$ cat src/rtl/scl_hdown_n.sv
// Horizontal downscaler: bypass, or /2, /4, /8 per line with four filters.
// Optional status counters are built in when SCL_HDOWN_STATUS_EN is defined.
module scl_hdown_n #(
  parameter int DW  = 8,
  parameter int CH  = 3,
  parameter int PCW = 16
) (
  input  logic             clk_scl,
  input  logic             rst_scl,
  input  logic             scl_i_vsync,
  input  logic             scl_i_hsync,
  input  logic             scl_i_data_en,
  input  logic [CH*DW-1:0] scl_i_data,
  input  logic             scl_cfg_mode,
  input  logic [1:0]       scl_cfg_rsz,
  input  logic [1:0]       scl_cfg_flt,
  output logic             scl_o_vsync,
  output logic             scl_o_hsync,
  output logic             scl_o_data_en,
  output logic [CH*DW-1:0] scl_o_data
`ifdef SCL_HDOWN_STATUS_EN
  ,
  output logic [PCW-1:0]   scl_o_pcnt,
  output logic [0:0]       scl_o_partial
`endif
);

  localparam int AW = DW + 3;
  localparam int SW = DW + 4;

  logic             en_q, armed_q, armed_d;
  logic             mode_q, mode_d;
  logic [1:0]       rsz_q, rsz_d;
  logic [1:0]       flt_q, flt_d;
  logic [2:0]       ph_q, ph_d;
  logic [CH-1:0][AW-1:0] acc_q, acc_d;
  logic [CH-1:0][DW-1:0] fst_q, fst_d;
  logic             vs_q, hs_q;
  logic             oen_q, oen_d;
  logic [CH*DW-1:0] odat_q, odat_d;

  logic             ls, vld, fall, byp, scl, last;
  logic [1:0]       k;
  logic [2:0]       ph, lastp;
  logic [SW-1:0]    half;
  logic [CH*DW-1:0] res;

  always_comb begin
    ls     = scl_i_data_en & ~en_q;
    fall   = en_q & ~scl_i_data_en;
    vld    = scl_i_data_en & armed_q;
    mode_d = ls ? scl_cfg_mode : mode_q;
    rsz_d  = ls ? scl_cfg_rsz  : rsz_q;
    flt_d  = ls ? scl_cfg_flt  : flt_q;
    k      = 2'd3;
    lastp  = 3'd7;
    half   = SW'(4);
    case (rsz_d)
      2'd0: begin k = 2'd1; lastp = 3'd1; half = SW'(1); end
      2'd1: begin k = 2'd2; lastp = 3'd3; half = SW'(2); end
      default: ;
    endcase
    ph   = ls ? 3'd0 : ph_q;
    byp  = vld & ~mode_d;
    scl  = vld & mode_d;
    last = scl & (ph == lastp);
    res  = '0;
    acc_d = acc_q;
    fst_d = fst_q;
    for (int c = 0; c < CH; c++) begin
      logic [DW-1:0] pix;
      logic [AW-1:0] sum;
      logic [SW-1:0] rnd;
      pix = scl_i_data[c*DW +: DW];
      sum = (ph == 3'd0) ? AW'(pix) : acc_q[c] + AW'(pix);
      rnd = (SW'(sum) + half) >> k;
      case (flt_d)
        2'd0: res[c*DW +: DW] = fst_q[c];
        2'd1: res[c*DW +: DW] = pix;
        2'd2: res[c*DW +: DW] = DW'(sum >> k);
        default:
          res[c*DW +: DW] = (rnd > SW'({DW{1'b1}})) ?
                            {DW{1'b1}} : DW'(rnd);
      endcase
      if (scl) acc_d[c] = sum;
      if (scl && ph == 3'd0) fst_d[c] = pix;
    end
    if (scl) ph_d = last ? 3'd0 : ph + 3'd1;
    else     ph_d = ph;
    armed_d = armed_q | ~scl_i_data_en;
    oen_d   = byp | last;
    odat_d  = byp ? scl_i_data : (last ? res : odat_q);
  end

  always_ff @(posedge clk_scl) begin
    if (rst_scl) begin
      en_q    <= 1'b0;
      armed_q <= 1'b0;
      mode_q  <= 1'b0;
      rsz_q   <= 2'd0;
      flt_q   <= 2'd0;
      ph_q    <= 3'd0;
      acc_q   <= '0;
      fst_q   <= '0;
      vs_q    <= 1'b1;
      hs_q    <= 1'b1;
      oen_q   <= 1'b0;
      odat_q  <= '0;
    end else begin
      en_q    <= scl_i_data_en;
      armed_q <= armed_d;
      mode_q  <= mode_d;
      rsz_q   <= rsz_d;
      flt_q   <= flt_d;
      ph_q    <= ph_d;
      acc_q   <= acc_d;
      fst_q   <= fst_d;
      vs_q    <= scl_i_vsync;
      hs_q    <= scl_i_hsync;
      oen_q   <= oen_d;
      odat_q  <= odat_d;
    end
  end

  assign scl_o_vsync   = vs_q;
  assign scl_o_hsync   = hs_q;
  assign scl_o_data_en = oen_q;
  assign scl_o_data    = odat_q;

`ifdef SCL_HDOWN_STATUS_EN
  logic [PCW-1:0] cnt_q, cnt_d, pcnt_q, pcnt_d;
  logic           part_q, part_d;

  always_comb begin
    cnt_d = ls ? '0 : cnt_q;
    if ((byp | last) && cnt_d != {PCW{1'b1}}) cnt_d = cnt_d + 1'b1;
    pcnt_d = (fall & armed_q) ? cnt_q : pcnt_q;
    // a group left open when the line ends is a discarded partial
    part_d = part_q |
             (fall & armed_q & mode_q & (ph_q != 3'd0));
  end

  always_ff @(posedge clk_scl) begin
    if (rst_scl) begin
      cnt_q  <= '0;
      pcnt_q <= '0;
      part_q <= 1'b0;
    end else begin
      cnt_q  <= cnt_d;
      pcnt_q <= pcnt_d;
      part_q <= part_d;
    end
  end

  assign scl_o_pcnt    = pcnt_q;
  assign scl_o_partial = part_q;
`endif

endmodule

$ cat config.mk
export PLATFORM = sky130hd
export DESIGN_NAME = scl_hdown_n
export DESIGN_NICKNAME = d
export VERILOG_FILES = /design/src/rtl/scl_hdown_n.sv
export SDC_FILE = /design/constraint.sdc
export NUM_CORES = 1
export LEC_CHECK = 0
export BUFFER_PORTS_ARGS = -buffer_cell sky130_fd_sc_hd__buf_4
export CORE_ASPECT_RATIO = 0.9
export CORE_MARGIN = 10
export CORE_UTILIZATION = 63
export CTS_BUF_LIST = sky130_fd_sc_hd__clkbuf_8
export CTS_CLUSTER_SIZE = 30
export DETAILED_ROUTE_END_ITERATION = 12
export GPL_TIMING_DRIVEN = 0
export PLACE_DENSITY = 0.91
export SETUP_SLACK_MARGIN = 0.1
export SLEW_MARGIN = 15
export SYNTH_ARGS = -nofsm -noshare
export SYNTH_HDL_FRONTEND = slang
export SYNTH_SLANG_ARGS = --single-unit
$ cat constraint.sdc
create_clock -name clk_scl -period 5.4 [get_ports clk_scl]
set_clock_uncertainty 0.1 [all_clocks]
set_input_delay 0.27 -clock clk_scl [delete_from_list [all_inputs] [get_ports clk_scl]]
set_output_delay 0.27 -clock clk_scl [all_outputs]
set_load 0.1 [all_outputs]
==> impl_metrics.ini, run 1 <==
[sta]
slew_violations = 0
hold_viol_final = 0
fmax_mhz = 199
slew_headroom_pct = 15.6
grt_setup_unrepaired = no
setup_violations = 0
fin_crit_sh_pct = 93.2
tightest_slew_ns = 1.26
period_minus_slack_ns = 5.03
hold_slack_ns = 0.0503

[clock_tree]
path_clk_slew_ns = 0.11
clock-sinks = 94
clk_latency_ns = 0.40
root_buffer = clkbuf_8
cts_tree = done
cts_setup_buffers = 0
cts_max_level = 3
clock_path_buffers = 2
cts_buffers = 9

[min_path]
hold_path.class = input port to flop
holdPathStages = 3
min-delay-start = scl_i_data[17]
holdPathEnd = fst_q[17]$_SDFFE_PP0P_

[global_route]
grt_pass1_vias = 8285
grt_usage_pct = 35.2
grt_pass1_wl_um = 47000
grt_max_degree = 18
antenna_found_initial = 0
grt_overflow_total = 0

[pwr]
p_per_area_nw_per_um2 = 214
vdd.ir_drop.worst_v = 0.000273
p_leak_uw = 0.00323

[worst_setup_path]
timing.rr.end = scl_o_data[2]$_SDFFE_PP0P_
r2r_slack_ns = 0.37
startpoint_type = flop
critical_path_arrival_ns = 5.25
reg2reg_depth = 19
path_class = flop to flop
crit_start = en_q$_SDFF_PP0_
endpoint_kind = flop
worstPathMaxFanout = 10
timing.rr.start = en_q$_SDFF_PP0_
required_ns = 5.61

[logic_synthesis]
synth_simple_gate_area_share_pct = 25.2
synth_top_family_by_area = compound AO/OA/AOI/OAI gates
synth_edf_count = 0
synthAdderAreaFrac_pct = 7.28
synthArstFlopShare_pct = 0
synth_warnings = 0
syn_area_sq_um = 7660
synth_compound_area_share_pct = 30.3
synth_top_area_share_pct = 24.6
yosysSeqAreaShare_pct = 24.6
yosysUniqueCellTypes = 88
synth_nets = 1150
yosysTopAreaCell = dfxtp_1
yosysMostFrequentCell = nand2_1
synth-xor-area-share_pct = 4.69
ys_ff_latch = 94
synth_area_leaders = dfxtp_1, nand2_1, a21oi_1, nor2_1, ha_1
synth_ff_type = dfxtp_1
syn_avg_cell_area_sq_um = 7.13
ys_top_cells_by_count = nand2_1, nor2_1, a21oi_1
syn_inst = 1075
synth_mux_area_share_pct = 2.86

[status]
status = complete, no violations

[floorplan]
core_area_sq_um = 12000
die_h_um = 125
die_width_um = 136
rows = 38
die_area_sq_um = 17000
start_util_pct = 64.0
num_io_pins = 61

[routing]
drt_iter0_markers = 1666
via_count = 9033
drc = 0
drtPass1Iterations = 6
drtAntennaViolNets = 0
wl_per_cell_um = 23.5
wl_um = 30800
vias_per_cell = 6.88

[final_layout]
final_core_util_pct = 71.3
drive_gt1_share_pct = 11.4
layoutNonFillerInstCount = 1313
syn_to_final_growth_pct = 11.6
antenna_cells = 0
fin_nets = 1223

[place]
dp.cells = 1295
globalplace.congestion = 1.06
dpl.hpwl_um = 23500
io_buffers = 60

[run]
cap_violations = 0
## how the worst max path moves through the flow
stage,end,slack [ns],cells past startpoint
4_1_cts,scl_o_data[10]$_SDFFE_PP0P_,0.16,21
3_5_place_dp,scl_o_data[10]$_SDFFE_PP0P_,-0.17,21
6_report,scl_o_data[2]$_SDFFE_PP0P_,0.37,19
2_1_floorplan,scl_o_data[2]$_SDFFE_PP0P_,1.11,21
5_1_grt,scl_o_data[2]$_SDFFE_PP0P_,0.13,19
3_3_place_gp,scl_o_data[10]$_SDFFE_PP0P_,-0.15,21
## cells by family after synthesis
group / count (synthesis)
compound gates: 355
xor+xnor: 41
fa+ha+maj: 41
buf+inv: 90
flops: 94
mux: 21
simple gates: 433
## cell usage in the layout, fill, tap and decap left out, types with 7 or more instances in the layout
master / instances
a211oi_1: 41
a21o_1: 7
a21oi_1: 117
a221oi_1: 8
a31oi_1: 24
and3_1: 17
buf_2: 7
buf_4: 61
clkbuf_1: 43
clkbuf_8: 9
dfxtp_1: 94
ha_1: 35
inv_1: 26
mux2i_1: 16
nand2_1: 183
nand3_1: 26
nor2_1: 125
nor2b_1: 7
nor3_1: 25
nor3b_1: 7
o211ai_1: 14
o21a_1: 12
o21ai_0: 61
o22ai_1: 9
or2_2: 8
xnor2_1: 22
xor2_1: 19
## worst max-delay path, stage by stage, from the launching register on
cell	delay [ns]
dfxtp_1	0.36
nand2b_2	0.28
nand2_1	0.24
ha_1	0.27
a21boi_4	0.41
buf_2	0.33
buf_2	0.33
nand2_1	0.09
nand2_1	0.10
ha_1	0.19
inv_1	0.06
fa_1	0.39
inv_1	0.07
a21oi_1	0.08
or3_1	0.37
nor2_1	0.23
nand3_1	0.15
a311oi_2	0.39
nor2_1	0.20
a221oi_1	0.29
## routing by layer
metal / vias to the layer above / global-route usage [%] / part of all wire [%]
met2: 770 / 50.1 / 41
met5: - / 0 / 0
met3: 137 / 10.9 / 15
met4: 0 / 15.4 / 4.5
li1: 4020 / - / -
met1: 4106 / 47.5 / 40
## sequential cells by signal, indices dropped and copies added, names as in the netlist, 2 cells and up
signal and cells:
acc_q 33, flt_q 2, rsz_q 2, scl_o_data 24
ph_q 3, fst_q 24
## per-stage QoR
stage	area, sq um	power, uW	worst slack (ns)	TNS [ns]
2_1_floorplan	7660	1150	1.11	0
3_3_place_gp	8310	1330	-0.147	-0.147
3_5_place_dp	8310	1340	-0.173	-0.185
4_1_cts	8530	1790	0.161	0
5_1_grt	8550	1890	0.133	0
6_report	8550	1830	0.368	0
## timing repair
| item | 4_1_cts | 5_1_grt |
|---|---|---|
| hold buffers | 3 | 0 |
| endpoints found under the hold margin | 3 | 0 |
| endpoints found under the setup margin | 11 | 24 |
| resized for setup | 3 | 6 |
## report_power, final
| part | switching (uW) | leakage [uW] | internal, uW | total, uW |
|---|---|---|---|---|
| logic | 436 | 0.00237 | 195 | 631 |
| clock network | 294 | 0.0000935 | 174 | 468 |
| registers | 14.2 | 0.000763 | 715 | 729 |
| total | 744 | 0.00323 | 1080 | 1830 |
## area by class of cell
type                    instances  area [sq um]
multi-input cells             891          5410
flip-flops and latches         94          1880
clock inverters                 7          57.6
inverters                      27           101
fillers                      1020          3430
well taps                     160           200
plain buffers                  62           298
clock buffers                   9           124
repair buffers                 63           480
Note: power is estimated with default switching activity, not from simulation.
==> run 2: changes to the inputs <==
--- a/config.mk
+++ b/config.mk
@@ -13,6 +13,7 @@
 export CTS_CLUSTER_SIZE = 30
 export DETAILED_ROUTE_END_ITERATION = 12
 export GPL_TIMING_DRIVEN = 0
+export MAX_ROUTING_LAYER = met4
 export PLACE_DENSITY = 0.91
 export SETUP_SLACK_MARGIN = 0.1
 export SLEW_MARGIN = 15
==> constraint.sdc (replaced) <==
create_clock -name clk_scl -period 5.4 [get_ports clk_scl]
set_clock_uncertainty 0.1 [all_clocks]
set_input_delay 0.27 -clock clk_scl [delete_from_list [all_inputs] [get_ports clk_scl]]
set_output_delay 0.27 -clock clk_scl [all_outputs]
set_load 0.005 [all_outputs]
==> impl_metrics.ini, run 2 (same netlist as run 1, synthesis figures left out) <==
[status]
status = finished with violations
violations = negative hold slack

[floorplan]
die_width_um = 136
die_area_sq_um = 17000
core_area_sq_um = 12000
num_io_pins = 61
die_h_um = 125
rows = 38
start_util_pct = 64.0

[place]
place_area_sq_um = 8310
dpl.hpwl_um = 23400
globalplace.congestion = 1.06
io_buffers = 60

[sta]
hold_viol_final = 1
fin_crit_sh_pct = 93.8
tightest_slew_ns = 1.12
grt_setup_unrepaired = no
hold_slack_ns = -0.00953
fmax_mhz = 198
setup_violations = 0
slew_violations = 0
slew_headroom_pct = 25.0
period_minus_slack_ns = 5.06
fin_setup_tns_ns = 0

[final_layout]
largest-register = acc_q
final_common_cell = nand2_1
largest_reg_flops = 33
drive_gt1_share_pct = 11.3
most-common-layout-cells = nand2_1, nor2_1, a21oi_1, dfxtp_1
antenna_cells = 0
fin_nets = 1222
fin_area_sq_um = 8580
final_core_util_pct = 71.6
syn_to_final_growth_pct = 12.0

[clock_tree]
clk_latency_ns = 0.42
cts_tree = done
cts_setup_buffers = 0
cts_buffers = 9
clock_path_buffers = 2
root_buffer = clkbuf_8
cts_max_level = 3
clock-sinks = 94
path_clk_slew_ns = 0.10

[pwr]
power_uw = 1910
vdd.ir_drop.worst_v = 0.000239
p_per_area_nw_per_um2 = 222
p_seq_share_pct = 38.2
p_sw_share_pct = 36.2
p_leak_uw = 0.00324
p_clk_share_pct = 31.5
power.share.combinational_pct = 30.3
p_sw_uw = 691
p_int_uw = 1220

[worst_setup_path]
required_ns = 5.58
cpPeakStageDelay_ns = 0.47
cpMostUsedCell = nand2_1
path_class = flop to flop
worstPathMaxFanout = 19
critical_path_arrival_ns = 5.25
startpoint_type = flop
path_cells = nand2b_2 > nand2_1 > ha_1 > o21ai_4 > buf_6 > buf_2 > buf_2 > nand2_1 > nand2_1 > ha_1 > inv_1 > fa_1 > inv_1 > a21oi_1 > nor3_2 > nand3b_1 > a31oi_1 > o211ai_2 > o311ai_1 > o21ai_0
crit_slowest_cell = o311ai_1
worst-path-buf-inv = 5
crit_family = compound AO/OA/AOI/OAI gates
endpoint_kind = flop

[routing]
drtAntennaViolNets = 0
drc = 0
drt_iter0_markers = 1571
wl_um = 30800
wl_per_cell_um = 23.5
via_count = 9010
drtPass1Iterations = 6
vias_per_cell = 6.87

[global_route]
antenna_found_initial = 0
grt_usage_pct = 35.9
grt_max_degree = 17
grt_pass1_vias = 8089
grt_pass1_wl_um = 46500
grt_overflow_total = 0

[run]
cap_violations = 0

[min_path]
hold_path.class = input port to flop
## run 2: metrics by stage
| stage | setup WS, ns | instances |
|---|---|---|
| global route | 0.142 | 1311 |
| floorplan | 1.11 | 1075 |
| global placement | -0.0743 | 1295 |
| CTS | 0.202 | 1312 |
| finish | 0.337 | 1311 |
| detailed placement | -0.100 | 1295 |
## run 2: worst reg2reg max path, cell delays in order (launching register included)
cell and delay [ns]:
dfxtp_1 0.41, nand2b_2 0.26, nand2_1 0.18, ha_1 0.29, o21ai_4 0.17, buf_6 0.29
buf_2 0.28, buf_2 0.31, nand2_1 0.09, nand2_1 0.10, ha_1 0.19, inv_1 0.07
fa_1 0.40, inv_1 0.07, a21oi_1 0.11, nor3_2 0.36, nand3b_1 0.19, a31oi_1 0.23
o211ai_2 0.23, o311ai_1 0.47, o21ai_0 0.14
## run 2: layer usage
layer | wire length [um] | vias up | track usage, %
li1 | - | 4014 | -
met1 | 12200 | 4109 | 47.3
met2 | 12800 | 752 | 50.1
met3 | 4650 | 135 | 11.3
met4 | 1190 | 0 | 13.3
met5 | 0 | - | -
## run 2: final timing paths
check / slack (ns) / from / depth (start not counted) / to
worst min-delay path: -0.01 / scl_i_data_en / 2 / armed_q$_SDFF_PP0_
worst max-delay path: 0.34 / en_q$_SDFF_PP0_ / 20 / scl_o_data[10]$_SDFFE_PP0P_
worst max register to register: 0.34 / en_q$_SDFF_PP0_ / 20 / scl_o_data[10]$_SDFFE_PP0P_
worst min register to register: 0.37 / fst_q[7]$_SDFFE_PP0P_ / 2 / fst_q[7]$_SDFFE_PP0P_
## run 2: cell type report
type | instances | area [sq um]
sequential | 94 | 1880
clock buffer | 9 | 124
buffer | 62 | 293
timing repair buffer | 62 | 470
multi-input combinational | 891 | 5400
fill | 979 | 3400
inverter | 27 | 101
clock inverter | 6 | 118
tap | 160 | 200
## run 2: power groups by stage
| stage | Combinational [uW] | Clock [uW] | Sequential [uW] |
|---|---|---|---|
| detailed placement | 544 | 0 | 744 |
| CTS | 550 | 590 | 728 |
| global route | 614 | 611 | 731 |
| floorplan | 361 | 0 | 741 |
| finish | 578 | 602 | 729 |
| global placement | 537 | 0 | 743 |
## run 2: what timing repair did
action                                 CTS  global route
endpoints found under the hold margin    2             0
hold buffers                             2             0
gates resized for setup                  2             3
setup endpoints to repair                8            23
